File: src/rtl/hamming_pkg.sv
// Shared Hamming(15,11) constants and the codeword-to-data mapping used by encoder and decoder.
package hamming_pkg;

  localparam int unsigned DATA_W = 11;
  localparam int unsigned CODE_W = 15;
  localparam int unsigned SYN_W  = 4;

  // Parity bit indices (codeword positions 1, 2, 4, 8).
  localparam int unsigned P1_IDX = 0;
  localparam int unsigned P2_IDX = 1;
  localparam int unsigned P4_IDX = 3;
  localparam int unsigned P8_IDX = 7;

  // Gathers the 11 data bits from the non-parity positions of a codeword.
  function automatic logic [DATA_W-1:0] extrai_dados(input logic [CODE_W-1:0] c);
    return {c[14:8], c[6:4], c[2]};
  endfunction

endpackage

File: src/rtl/calcula_sindrome.sv
// Combinational Hamming(15,11) syndrome: each bit is the parity of the positions it covers.
module calcula_sindrome
  import hamming_pkg::*;
(
  input  logic [CODE_W-1:0] codigo,
  output logic [SYN_W-1:0]  sindrome
);

  // Masks select indices whose 1-based position has the matching syndrome bit set.
  localparam logic [CODE_W-1:0] MASCARA_S1 = 15'h5555;
  localparam logic [CODE_W-1:0] MASCARA_S2 = 15'h6666;
  localparam logic [CODE_W-1:0] MASCARA_S4 = 15'h7878;
  localparam logic [CODE_W-1:0] MASCARA_S8 = 15'h7F80;

  assign sindrome = {^(codigo & MASCARA_S8), ^(codigo & MASCARA_S4),
                     ^(codigo & MASCARA_S2), ^(codigo & MASCARA_S1)};

endmodule

File: src/rtl/decodifica_hamming.sv
// Two-stage Hamming(15,11) SEC decoder with valid/ready flow control and a saturating
// counter of delivered corrected words.
module decodifica_hamming
  import hamming_pkg::*;
#(
  parameter int unsigned CNT_W = 16
) (
  input  logic                 clk,
  input  logic                 rst_n,
  input  logic [CODE_W-1:0]    entrada,
  input  logic                 entrada_valida,
  output logic                 entrada_pronta,
  output logic [DATA_W-1:0]    saida,
  output logic                 saida_valida,
  input  logic                 saida_pronta,
  output logic                 erro_corrigido,
  output logic [SYN_W-1:0]     sindrome,
  input  logic                 limpa_contador,
  output logic [CNT_W-1:0]     contador_correcoes
);

  logic              valid1, valid2;
  logic              adv1, adv2;
  logic [CODE_W-1:0] cod1;
  logic [SYN_W-1:0]  sin_comb, sin1;
  logic [CODE_W-1:0] corrigido;

  // Each stage may load when it is empty or its content moves on this cycle.
  assign adv2           = !valid2 || saida_pronta;
  assign adv1           = !valid1 || adv2;
  assign entrada_pronta = adv1;
  assign saida_valida   = valid2;

  calcula_sindrome u_sindrome (
    .codigo   (entrada),
    .sindrome (sin_comb)
  );

  // Stage 1: capture received codeword and its syndrome.
  always_ff @(posedge clk or negedge rst_n) begin
    if (!rst_n) begin
      valid1 <= 1'b0;
      cod1   <= '0;
      sin1   <= '0;
    end else if (adv1) begin
      valid1 <= entrada_valida;
      if (entrada_valida) begin
        cod1 <= entrada;
        sin1 <= sin_comb;
      end
    end
  end

  // Flip the bit addressed by a nonzero syndrome; zero leaves the word untouched.
  always_comb begin
    corrigido = cod1;
    for (int i = 0; i < CODE_W; i++) begin
      if (sin1 == SYN_W'(i + 1)) corrigido[i] = ~cod1[i];
    end
  end

  // Stage 2: register corrected data and status; held while the consumer stalls.
  always_ff @(posedge clk or negedge rst_n) begin
    if (!rst_n) begin
      valid2         <= 1'b0;
      saida          <= '0;
      sindrome       <= '0;
      erro_corrigido <= 1'b0;
    end else if (adv2) begin
      valid2 <= valid1;
      if (valid1) begin
        saida          <= extrai_dados(corrigido);
        sindrome       <= sin1;
        erro_corrigido <= (sin1 != '0);
      end
    end
  end

  // Count delivered corrected words, saturating; clear wins over increment.
  always_ff @(posedge clk or negedge rst_n) begin
    if (!rst_n) begin
      contador_correcoes <= '0;
    end else if (limpa_contador) begin
      contador_correcoes <= '0;
    end else if (valid2 && saida_pronta && erro_corrigido && (contador_correcoes != '1)) begin
      contador_correcoes <= contador_correcoes + CNT_W'(1);
    end
  end

endmodule

File: config.mk
export PLATFORM = sky130hd
export DESIGN_NAME = decodifica_hamming
export DESIGN_NICKNAME = d
export VERILOG_FILES = /design/src/rtl/hamming_pkg.sv /design/src/rtl/calcula_sindrome.sv /design/src/rtl/decodifica_hamming.sv
export SDC_FILE = /design/constraint.sdc
export NUM_CORES = 1
export LEC_CHECK = 0
export BUFFER_PORTS_ARGS = -buffer_cell sky130_fd_sc_hd__buf_2
export CAP_MARGIN = 40
export CORE_MARGIN = 8
export CORE_UTILIZATION = 25
export DETAILED_ROUTE_END_ITERATION = 10
export SLEW_MARGIN = 20
export SYNTH_ARGS = -nofsm -noshare
export SYNTH_HDL_FRONTEND = slang
export SYNTH_SLANG_ARGS = --single-unit
File: constraint.sdc
create_clock -name clk -period 2.55 [get_ports clk]
set_clock_uncertainty 0.05 [all_clocks]
set_input_delay 0.765 -clock clk [delete_from_list [all_inputs] [get_ports clk]]
set_output_delay 0.765 -clock clk [all_outputs]
set_load 0.01 [all_outputs]
# Word level (Yosys, flattened, before mapping)
# Cells that the tools add are included.
dict set report word_totals {
  regBits 53
  latch_bits 0
  ram_bits 0
  romBits 0
  inputBits 20
  out_inout_bits 34
  wordCells 60
  memories 0
}
dict set report classes {
  addsub 1
  n_mul 0
  div_mod_pow 0
  order_cmp 0
  eq_ne 12
  n_shift 0
  n_mux 13
  bitwise 11
  reduce_logical 15
}
# operator n
set op_table {}
lappend op_table {{parity 15 bit} 4}
lappend op_table {{two-way mux 16 bit} 2}
lappend op_table {{== test 4 bit (second input constant)} 7}
lappend op_table {{adder 16 x 1 -> 16 bit (second input constant)} 1}
lappend op_table {{inequality test 16 bit (second input constant)} 1}
lappend op_table {{== test 4 x 3 -> 1 bit (second input constant)} 3}
lappend op_table {{two-way mux 1 bit} 11}
lappend op_table {{NOT 1 bit} 11}
lappend op_table {{== test 4 x 2 -> 1 bit (second input constant)} 1}
lappend op_table {{AND reduction 2 bit} 2}
lappend op_table {{nonzero test 4 bit} 1}
lappend op_table {{logical AND 1 bit} 3}
lappend op_table {{logical NOT 1 bit} 2}
lappend op_table {{logical OR 1 bit} 2}
lappend op_table {{nonzero test 2 bit} 1}

# Logic depth before layout (Yosys ltp)
dict set report logic_depth {
  depth_word 5
  ltp_mapped 6
  mapped_depth_nobuf 5
}

# By module
# From an unflattened synthesis, not the netlist that was laid out.
dict set report unflattened {
  cells_unflattened 245
  area_unflattened_um2 2578.7
}
# module n_inst cells_per_inst area_per_inst_um2 seq_area_each_um2
set modules_own_cells {}
lappend modules_own_cells {decodifica_hamming 1 223 2371.0 1226.2}
lappend modules_own_cells {calcula_sindrome 1 22 207.7 0.0}

# Least setup slack after synthesis
# Ideal clock, no wire load.
dict set report synth_timing {
  path_kind {in2reg}
  startpoint {in saida_pronta}
  endpoint {reg contador_correcoes[13]}
  setup_ns 0.078
  arrival_time_ns 2.070
  required_time_ns 2.422
  slack_ns 0.352
  path_stages 5
  n_path_buf 1
  path_cell_list {nand3_2 or4_1 buf_2 or4_1 a21oi_1}
}
dict set report synth_via {
  elab_chain_len 4
}
# item line_no
set synth_lines {}
lappend synth_lines {{start: declaration} decodifica_hamming.sv:15} ;# input logic saida_pronta,
lappend synth_lines {{logical AND 1 bit (3 in a row)} decodifica_hamming.sv:85} ;# end else if (valid2 && saida_pronta && erro_corrigido && (contador_correcoes != '1)) begin
lappend synth_lines {{nonzero test 2 bit (no source line)} --}
lappend synth_lines {{end signal: assignment} decodifica_hamming.sv:86} ;# contador_correcoes <= contador_correcoes + CNT_W'(1);
lappend synth_lines {{end: declaration} decodifica_hamming.sv:19} ;# output logic [CNT_W-1:0] contador_correcoes
# Every way passes these cells.
# A chain may end at the register's enable or synchronous reset.

# Worst setup path after layout
dict set report layout_timing {
  startpoint {reg contador_correcoes[0]}
  endpoint {reg contador_correcoes[12]}
}
dict set report layout_via {
  elab_chain_len 3
  word_cells_on_any_way 6
}
# item line_no
set layout_lines {}
lappend layout_lines {{adder 16 x 1 -> 16 bit or inequality test 16 bit (tied branches)} {decodifica_hamming.sv:86, decodifica_hamming.sv:85}}
lappend layout_lines {{two-way mux 16 bit or logical AND 1 bit (tied branches)} decodifica_hamming.sv:85}
lappend layout_lines {{two-way mux 16 bit or nonzero test 2 bit (tied branches)} --}
# Parallel ways exist; a longest one is shown, timed or not. The select of a mux whose other input is x is not followed.

==> flow_summary.json <==
{
  "p_comb_share_pct": 24.9,
  "synth_area_leaders": "dfrtp_1 49%, xnor2_1 7.7%, mux2_2 7.2%",
  "via_per_inst": 4.560,
  "r2r_cells": 5,
  "yosys.area.top_type": "dfrtp_1",
  "initial_core_util_pct": 25.58,
  "htreeDepth": 2,
  "cp-end-kind": "flip-flop",
  "grt_max_degree": 26,
  "grt_first_pass_wirelength_mm": 9.908,
  "fin_crit_sh_pct": 82.72,
  "r2r_slack_ns": 0.44,
  "clockBufferDepth": 2,
  "synthArstFlopShare_pct": 100.0,
  "layout.nets": 319,
  "rsz0062_at_grt": "false",
  "synth_top_area_share_pct": 49.27,
  "drtIter0Drc": 98,
  "routedWlPerCell_um": 13.74,
  "synth_seq_cells": 49,
  "placementRows": 36,
  "hpwl_mm": 4.500,
  "cts.sinks": 49,
  "intPower_mw": 1.382,
  "grt_pass1_vias": 2026,
  "crit_type": "flip-flop to flip-flop",
  "hp-class": "input pin to async pin",
  "worstPathArrival_ns": 2.30,
  "start_kind": "flip-flop",
  "irDropWorstVdd_v": 0.0002405,
  "drive_gt1_share_pct": 30.43,
  "cts_root_buffer": "clkbuf_8",
  "die-area_sq_mm": 0.01340,
  "syn_to_final_growth_pct": 22.17,
  "power_leakage_nw": 1.287,
  "drc_errors": 0,
  "vias": 1970,
  "min_period_ns": 2.109,
  "netlist_instances": 239,
  "syn_nets": 260,
  "seqPwrFrac_pct": 50.1,
  "antenna_found_initial": 0,
  "rr_startpoint": "contador_correcoes[0]",
  "wl_mm": 5.937,
  "timing.slew.headroom_pct": 62.95,
  "hold_violations": 0,
  "power.density_mw_per_mm2": 673.2,
  "r2r-end": "contador_correcoes[12]",
  "yosysSeqAreaShare_pct": 49.27,
  "die_h_um": 115.8,
  "fmax_mhz": 474.1,
  "slew_viol_final": 0,
  "ant_nets": 0,
  "final_common_cell": "buf_2",
  "synth_enable_flop_cells": 0,
  "insertion_delay_ns": 0.31,
  "core_area_sq_mm": 0.009729,
  "postCtsResizedCells": 0,
  "synth.avg_cell_area_sq_um": 10.41,
  "antennaDiodeCount": 0,
  "port_buffers": 53,
  "grtUsageTotal_pct": 9.166,
  "finalWeightedCongestion": 0.8504,
  "drv_cap": 0,
  "finalSetupTns_ns": 0,
  "critPathMaxFanout": 8,
  "firstDrtPassIters": 4,
  "yosys_warnings": 0,
  "cts_buffers": 5,
  "required_ns": 2.74,
  "path_clk_slew_ns": 0.10,
  "p_clk_share_pct": 25.0,
  "power.switching_mw": 0.6644,
  "overflow": 0,
  "fp.dieW_um": 115.8,
  "setup_viol": 0,
  "synthFlopType": "dfrtp_1",
  "status": "completed",
  "switching_share_pct": 32.46,
  "ios": 54,
  "cts_hold_buf": 0,
  "layout.cells.most_common_list": "53 x buf_2, 49 x dfrtp_1, 24 x nand2_1",
  "netlist_area_sq_mm": 0.002489,
  "synth.distinct_cells": 37,
  "cts_tree": "built",
  "post-cts-setup-buffers": 0,
  "total_power_mw": 2.047,
  "tightest_slew_ns": 0.5557
}
-- per-layer routing --
layer / track usage [%] / routed length, um / vias to the layer above
met3: 2.501 / 338 / 7
met5: 0 / 0 / -
li1: - / - / 967
met1: 10.83 / 2588 / 949
met2: 15.99 / 2952 / 47
met4: 2.334 / 57 / 0
-- power groups by stage --
stage	Combinational, mW	Clock, mW	Sequential, mW
finish	0.510	0.511	1.03
global route	0.573	0.560	1.05
CTS	0.529	0.533	1.03
detailed placement	0.526	0	1.04
global placement	0.518	0	1.04
floorplan	0.275	0	1.06
-- worst max-delay path, cell delays in order, from the launching register on --
cell and delay (ns):
dfrtp_1 0.47, ha_1 0.24, nand4_2 0.16, or3_1 0.49, or4_1 0.50, a21oi_1 0.14
-- cells by family (layout without fill, tap and decap cells) --
family	Yosys count	after routing	synth area share (%)
AND/OR/NAND/NOR	84	84	18.80
flip-flops	49	49	49.27
AO/OA/AOI/OAI	45	45	10.81
XOR/XNOR	33	33	11.61
multiplexers	16	16	7.240
buffers and inverters	11	71	1.759
adder cells (fa/ha/maj)	1	1	0.5027
-- worst max path at each step --
stage,start,cells past startpoint,slack (ns),end
2_1_floorplan,saida_pronta,5,0.35,contador_correcoes[13]
3_3_place_gp,saida_pronta,5,0.22,contador_correcoes[13]
3_5_place_dp,saida_pronta,5,0.22,contador_correcoes[13]
4_1_cts,contador_correcoes[0],5,0.43,contador_correcoes[12]
5_1_grt,contador_correcoes[0],5,0.29,contador_correcoes[12]
6_report,contador_correcoes[0],5,0.44,contador_correcoes[12]
-- through the flow --
step / util [%] / hold slack [ns] / instances / worst slack (ns) / instance area [sq um]
2_1_floorplan: - / 0.4072 / 239 / 0.3518 / 2489
3_3_place_gp: 30.22 / 0.4133 / 424 / 0.2224 / 2940
3_5_place_dp: 30.22 / 0.4158 / 424 / 0.2203 / 2940
4_1_cts: 31.25 / 0.4013 / 432 / 0.4297 / 3040
5_1_grt: 31.25 / 0.4141 / 432 / 0.2940 / 3040
6_report: 31.25 / 0.3793 / 432 / 0.4406 / 3040
-- state kept, by name, indices dropped and copies added, names as in the netlist --
name                cells
saida_valida            1
valid1                  1
saida                  11
sin1                    4
cod1                   11
sindrome                4
erro_corrigido          1
contador_correcoes     16
-- final cells by class --
cell class | count | area (sq um)
clock buffer | 6 | 82.58
tap | 133 | 166.4
timing repair buffer | 60 | 317.8
clock inverter | 2 | 17.52
multi-input combinational | 179 | 1219
inverter | 3 | 11.26
sequential | 49 | 1226
fill | 1057 | 6689
-- cells in the mapped netlist (2+ instances only) --
library cell and count:
nand4_1 6, o31a_1 2, dfrtp_1 49, o21a_1 4, nand2b_1 6, xnor2_1 22
nor3_1 7, clkbuf_1 6, xor2_1 11, o31ai_1 7, mux2_2 16, inv_1 3
nor4_1 4, or4_1 6, nand3_1 5, or3_1 3, or2_2 4, nor2_1 8
nand2_1 24, nand4bb_1 2, a21oi_1 9, o21ai_0 20
No activity file was read; power rests on OpenSTA's default activity.
